<file path="config.mk">
export PLATFORM = sky130hd
export DESIGN_NAME = tsm_fourinput_allproducts_accumulator
export DESIGN_NICKNAME = d
export VERILOG_FILES = /design/src/rtl/tsm_fourinput_allproducts_accumulator.sv
export SDC_FILE = /design/constraint.sdc
export NUM_CORES = 1
export LEC_CHECK = 0
export ABC_CLOCK_PERIOD_IN_PS = 2800
export CORE_MARGIN = 4
export CORE_UTILIZATION = 40
export DETAILED_ROUTE_END_ITERATION = 16
export PLACE_DENSITY = 0.72
export SYNTH_ARGS = -nofsm -noshare
export SYNTH_HDL_FRONTEND = slang
export SYNTH_SLANG_ARGS = --single-unit
</file>
<file path="constraint.sdc">
create_clock -name clk -period 2.8 [get_ports clk]
set_clock_uncertainty 0.1 [all_clocks]
set_input_delay 0.84 -clock clk [delete_from_list [all_inputs] [get_ports clk]]
set_output_delay 0.84 -clock clk [all_outputs]
set_load 0.005 [all_outputs]
</file>
<file path="src/rtl/tsm_fourinput_allproducts_accumulator.sv">
`default_nettype none
// ============================================================================
// Module   : tsm_fourinput_allproducts_accumulator
// Purpose  : Time-sharing-masking monomial accumulator for four-variable
//            S-box stages. Takes one share tuple (x,y,z,w) per beat for
//            NUM_SHARES beats. It keeps the four running share sums and all
//            eleven cross-monomials (xy .. xyzw). After the last share it
//            presents the 15 products with a valid/ready handshake.
// Ports    : clk, rst (sync, active-high)
//            in_valid/in_ready, x/y/z/w_share [WIDTH] : share beat input
//            flush        : drop partial tuple / pending result, go idle
//            share_idx    : index of next expected share
//            out_valid/out_ready, *_acc [WIDTH] : accumulated products
// Options  : TSM_ZERO_ON_IDLE_EN - force all *_acc outputs to 0 while
//            out_valid is low (internal registers unaffected)
// Revision : 1.0 - initial release
// ============================================================================
module tsm_fourinput_allproducts_accumulator #(
  parameter int NUM_SHARES = 3,
  parameter int WIDTH      = 1,
  parameter int IDXW       = $clog2(NUM_SHARES)
) (
  input  logic             clk,
  input  logic             rst,
  input  logic             in_valid,
  output logic             in_ready,
  input  logic [WIDTH-1:0] x_share,
  input  logic [WIDTH-1:0] y_share,
  input  logic [WIDTH-1:0] z_share,
  input  logic [WIDTH-1:0] w_share,
  input  logic             flush,
  output logic [IDXW-1:0]  share_idx,
  output logic             out_valid,
  input  logic             out_ready,
  output logic [WIDTH-1:0] x_acc,
  output logic [WIDTH-1:0] y_acc,
  output logic [WIDTH-1:0] z_acc,
  output logic [WIDTH-1:0] w_acc,
  output logic [WIDTH-1:0] xy_acc,
  output logic [WIDTH-1:0] xz_acc,
  output logic [WIDTH-1:0] xw_acc,
  output logic [WIDTH-1:0] yz_acc,
  output logic [WIDTH-1:0] yw_acc,
  output logic [WIDTH-1:0] zw_acc,
  output logic [WIDTH-1:0] xyz_acc,
  output logic [WIDTH-1:0] xyw_acc,
  output logic [WIDTH-1:0] xzw_acc,
  output logic [WIDTH-1:0] yzw_acc,
  output logic [WIDTH-1:0] xyzw_acc
);

  typedef enum logic [1:0] {
    ST_IDLE  = 2'd0,
    ST_ACCUM = 2'd1,
    ST_DONE  = 2'd2
  } state_t;

  localparam logic [IDXW-1:0] C_LAST_IDX = IDXW'(NUM_SHARES - 1);

  state_t          state_q, state_d;
  logic [IDXW-1:0] share_idx_q, share_idx_d;

  // Monomials are indexed by a 4-bit variable-set mask:
  // bit0 = x, bit1 = y, bit2 = z, bit3 = w (e.g. 5 = xz, 15 = xyzw).
  logic [WIDTH-1:0] mono_q [1:15];
  logic [WIDTH-1:0] mono_d [1:15];

  logic [WIDTH-1:0] w_share_v [0:3];
  logic [WIDTH-1:0] w_prod    [0:15];   // AND of incoming shares over mask
  logic [WIDTH-1:0] w_mono    [0:15];   // registered monomials, M_empty = 1
  logic             w_beat;

  assign w_share_v[0] = x_share;
  assign w_share_v[1] = y_share;
  assign w_share_v[2] = z_share;
  assign w_share_v[3] = w_share;

  assign in_ready  = (state_q != ST_DONE);
  assign out_valid = (state_q == ST_DONE);
  assign share_idx = share_idx_q;
  assign w_beat    = in_valid && in_ready;

  always_comb begin : comb_products
    for (int t = 0; t < 16; t++) begin
      w_prod[t] = (t[0] ? w_share_v[0] : {WIDTH{1'b1}})
                & (t[1] ? w_share_v[1] : {WIDTH{1'b1}})
                & (t[2] ? w_share_v[2] : {WIDTH{1'b1}})
                & (t[3] ? w_share_v[3] : {WIDTH{1'b1}});
    end
    w_mono[0] = {WIDTH{1'b1}};
    for (int s = 1; s < 16; s++) begin
      w_mono[s] = mono_q[s];
    end
  end

  always_comb begin : comb_next
    state_d     = state_q;
    share_idx_d = share_idx_q;
    for (int s = 1; s < 16; s++) begin
      mono_d[s] = mono_q[s];
    end

    if (flush) begin
      state_d     = ST_IDLE;
      share_idx_d = '0;
      for (int s = 1; s < 16; s++) begin
        mono_d[s] = '0;
      end
    end else if (state_q == ST_DONE) begin
      if (out_ready) begin
        state_d = ST_IDLE;
      end
    end else if (w_beat) begin
      if (share_idx_q == C_LAST_IDX) begin
        state_d     = ST_DONE;
        share_idx_d = '0;
      end else begin
        state_d     = ST_ACCUM;
        share_idx_d = share_idx_q + 1'b1;
      end

      for (int s = 1; s < 16; s++) begin
        if (share_idx_q == '0) begin
          // First share: previous results are irrelevant, load fresh products.
          mono_d[s] = w_prod[s];
        end else begin
          // Expand prod_v (A_v ^ s_v) over every subset T of S moved to the
          // new share; the complementary subset comes from the old monomial.
          mono_d[s] = '0;
          for (int t = 0; t < 16; t++) begin
            if ((t & ~s) == 0) begin
              mono_d[s] = mono_d[s] ^ (w_mono[s & ~t] & w_prod[t]);
            end
          end
        end
      end
    end
  end

  always_ff @(posedge clk) begin
    if (rst) begin
      state_q     <= ST_IDLE;
      share_idx_q <= '0;
      for (int s = 1; s < 16; s++) begin
        mono_q[s] <= '0;
      end
    end else begin
      state_q     <= state_d;
      share_idx_q <= share_idx_d;
      for (int s = 1; s < 16; s++) begin
        mono_q[s] <= mono_d[s];
      end
    end
  end

  logic [WIDTH-1:0] w_out_mask;
`ifdef TSM_ZERO_ON_IDLE_EN
  assign w_out_mask = {WIDTH{out_valid}};
`else
  assign w_out_mask = {WIDTH{1'b1}};
`endif

  assign x_acc    = mono_q[1]  & w_out_mask;
  assign y_acc    = mono_q[2]  & w_out_mask;
  assign z_acc    = mono_q[4]  & w_out_mask;
  assign w_acc    = mono_q[8]  & w_out_mask;
  assign xy_acc   = mono_q[3]  & w_out_mask;
  assign xz_acc   = mono_q[5]  & w_out_mask;
  assign xw_acc   = mono_q[9]  & w_out_mask;
  assign yz_acc   = mono_q[6]  & w_out_mask;
  assign yw_acc   = mono_q[10] & w_out_mask;
  assign zw_acc   = mono_q[12] & w_out_mask;
  assign xyz_acc  = mono_q[7]  & w_out_mask;
  assign xyw_acc  = mono_q[11] & w_out_mask;
  assign xzw_acc  = mono_q[13] & w_out_mask;
  assign yzw_acc  = mono_q[14] & w_out_mask;
  assign xyzw_acc = mono_q[15] & w_out_mask;

endmodule
`default_nettype wire
</file>
==> reports/results.ini <==
[floorplanning]
die_y_um=78.28
ios=28
dieArea_sq_mm=0.006128
row_count=25
start_util=0.4155
die_width_um=78.28
core_sq_mm=0.004755

[run_status]
status=complete, no violations

[pwr]
intPower_mw=0.4876
p_per_area_mw_per_mm2=293.8
power.switching_mw=0.2414
p_total_mw=0.7290
seqPwrFrac=0.406
switching_share=0.3311
clock_power_share=0.285
p_leak_nw=0.9794
vdd_drop_max_mv=0.1262
combPwrFrac=0.309

[global_routing]
grt_most_used_layer=met2
met3_usage=0.02064
grt-ovfl-total=0
grt_pass1_wl_um=9570
first_global_vias=2049
grt_start_max_net_pins=23
track_usage=0.1898
use_met1=0.2483
grt.met2_usage=0.3202
antenna_found_initial=0

[timing]
drv_slew=0
max_freq_mhz=375.2
slew_headroom=0.6185
rsz0062_at_grt=no
finalHoldViolCount=0
fin_crit_sh=0.9519
worst_pin_slew_ps=571.5
setup_viol=0
finalCriticalPeriod_ps=2665

[worst_hold_path]
hold_end=state_q[0]
min_path_type=reg -> reg
hp-start=state_q[0]
hold-path-cell-count=2

[yosys]
synth_area_leader_cell=dfxtp_1
syn_area_sq_mm=0.001976
synth_flop_cell=dfxtp_1
synth_top_area_share=0.1925
synth_edf_count=0
ys_seq_elements=19
avgSynthCellArea_sq_um=6.789
yosysUniqueCellTypes=50
yosysSeqAreaShare=0.1925
syn_inst=291
syn-num-nets=300
yosys_warnings=0
async_reset_ff_frac=0
synth.area.top_cells=dfxtp_1 19%, o21ai_0 12%, nand2_1 6.1%

[clocking]
post_cts_resized=4
cts_tree=yes
cts_sinks=19
cts_buffers=3
clkTransAtPathRegs_ps=80
clock_path_buffers=2
clock-root-buffer=clkbuf_8
htreeDepth=1
holdBufCountCts=0
cts_setup_buffers=0
insertion_delay_ps=260

[route]
antenna_left=0
wl_um=5692
drc=0
wl_per_cell_um=14.59
via_per_inst=5.726
drt_iter0_drc=152
dr.pass1.iters=4
num_vias=2233

[finish]
antenna_cells=0
drive_above_1_share=0.1331
areaGrowthSynthToFinish_pct=25.59
final_cells=390
final_common_cell=o21ai_0
nNetsFinal=333
fillers=495
final_cell_mix=47 x o21ai_0, 32 x nand2_1, 31 x buf_4, 23 x clkdlybuf4s50_1, 22 x nor2_1

[placed_design]
dp.cells=386
dpl.hpwl_um=4168
port-buffer-count=27
place_congestion=0.8594

[critical_path]
cp.arrival_ps=2750
path_class=in -> reg
rr_worst_depth=7
cp.buffers_inverters=2
crit_family=simple AND/OR/NAND/NOR gates
critPathCaptureType=flip-flop
r2r-start=mono_q[0][3]
cp_cell_sequence=clkdlybuf4s15_1 > buf_4 > o21ai_1 > and3_1 > or4_1 > a22o_1 > and3_1 > nor3_1
cp_slowest_stage_delay_ps=550
worst-path-max-fanout=8
r2r_setup_slack_ps=540
cp-start-kind=primary input
crit_path_top_delay_cell=or4_1
required_ps=2890
cp_common_cell=and3_1
reg2reg_to=mono_q[0][15]

[flow_run]
cap_violations=0

## cell families after synthesis
| kind of cell | share of synthesized area |
|---|---|
| AO/OA/AOI/OAI | 0.3496 |
| XOR/XNOR | 0.1140 |
| buffers and inverters | 0.06269 |
| flip-flops | 0.1925 |
| multiplexers | 0.01077 |
| AND/OR/NAND/NOR | 0.2704 |
## metrics by stage
| step | hold slack, ps | cell area [sq um] | setup TNS, ps | setup slack, ps | utilization |
|---|---|---|---|---|---|
| floorplan | 383.1 | 1976 | 0 | 213.7 | - |
| global placement | 395.0 | 2442 | -1674 | -402.1 | 0.5137 |
| detailed placement | 417.1 | 2442 | -1832 | -455.0 | 0.5137 |
| CTS | 430.2 | 2484 | 0 | 86.81 | 0.5224 |
| global route | 486.5 | 2481 | 0 | 20.32 | 0.5218 |
| finish | 431.0 | 2481 | 0 | 134.6 | 0.5218 |
## power groups by stage
stage,sequential (mW),clock [mW],combinational (mW)
floorplan,0.295,0,0.146
global placement,0.302,0,0.221
detailed placement,0.302,0,0.225
CTS,0.296,0.211,0.224
global route,0.298,0.224,0.249
finish,0.296,0.208,0.225
## sequential cells by signal (all words and copies together) (netlist names)
name,count
state_q,2
share_idx,2
mono_q,15
## layer usage
layer,wire length (um),up-vias
met3,318,13
li1,-,1128
met5,0,-
met1,2590,1031
met4,134,0
met2,2648,61
## Yosys cell counts, types with 2 or more instances
| master | instances |
|---|---|
| a31oi_1 | 6 |
| nor3_1 | 8 |
| o31ai_1 | 3 |
| and2_1 | 5 |
| nand4_1 | 5 |
| nor2b_1 | 3 |
| nor3b_1 | 3 |
| nand3b_1 | 2 |
| buf_1 | 3 |
| dfxtp_1 | 19 |
| o21ai_0 | 47 |
| xnor2_1 | 10 |
| xor2_1 | 8 |
| a22oi_1 | 2 |
| clkbuf_1 | 23 |
| nor4_1 | 2 |
| a22o_1 | 2 |
| buf_2 | 3 |
| and3_1 | 8 |
| a211oi_1 | 7 |
| nand2_1 | 32 |
| a21bo_2 | 3 |
| nand3_1 | 4 |
| a221oi_1 | 5 |
| a211o_1 | 2 |
| a21oi_1 | 16 |
| nor2_1 | 22 |
| nand2b_1 | 2 |
| xnor3_1 | 3 |
| or3_1 | 3 |
| a32oi_1 | 2 |
| or2_2 | 2 |
| o211ai_1 | 3 |
| a21boi_0 | 7 |
## area by class of cell
| cell class | count | area [sq um] | area share |
|---|---|---|---|
| Clock inverter | 1 | 5.005 | 0.002017 |
| Sequential cell | 19 | 380.4 | 0.1533 |
| Inverter | 1 | 3.754 | 0.001513 |
| Tap cell | 67 | 83.83 | 0.03379 |
| Timing Repair Buffer | 58 | 495.5 | 0.1997 |
| Clock buffer | 3 | 41.29 | 0.01664 |
| Multi-Input combinational cell | 241 | 1471 | 0.5930 |
## worst register-to-register path: stages, from the launching register on
cell      delay [ps]
dfxtp_1          690
o21ai_0          160
nor4b_1          180
a211o_1          280
nor4_1           300
o211ai_1         150
and3_1           170
nor3_1           160
## worst max path at each step
| stage | startpoint | slack (ps) | to | cells after the start |
|---|---|---|---|---|
| floorplan | x_share | 210 | mono_q[0][15] | 8 |
| global placement | y_share | -400 | mono_q[0][15] | 8 |
| detailed placement | y_share | -460 | mono_q[0][15] | 8 |
| CTS | y_share | 90 | mono_q[0][15] | 8 |
| global route | x_share | 20 | mono_q[0][15] | 8 |
| finish | x_share | 130 | mono_q[0][15] | 8 |
Power figures use the tool's default switching activity.
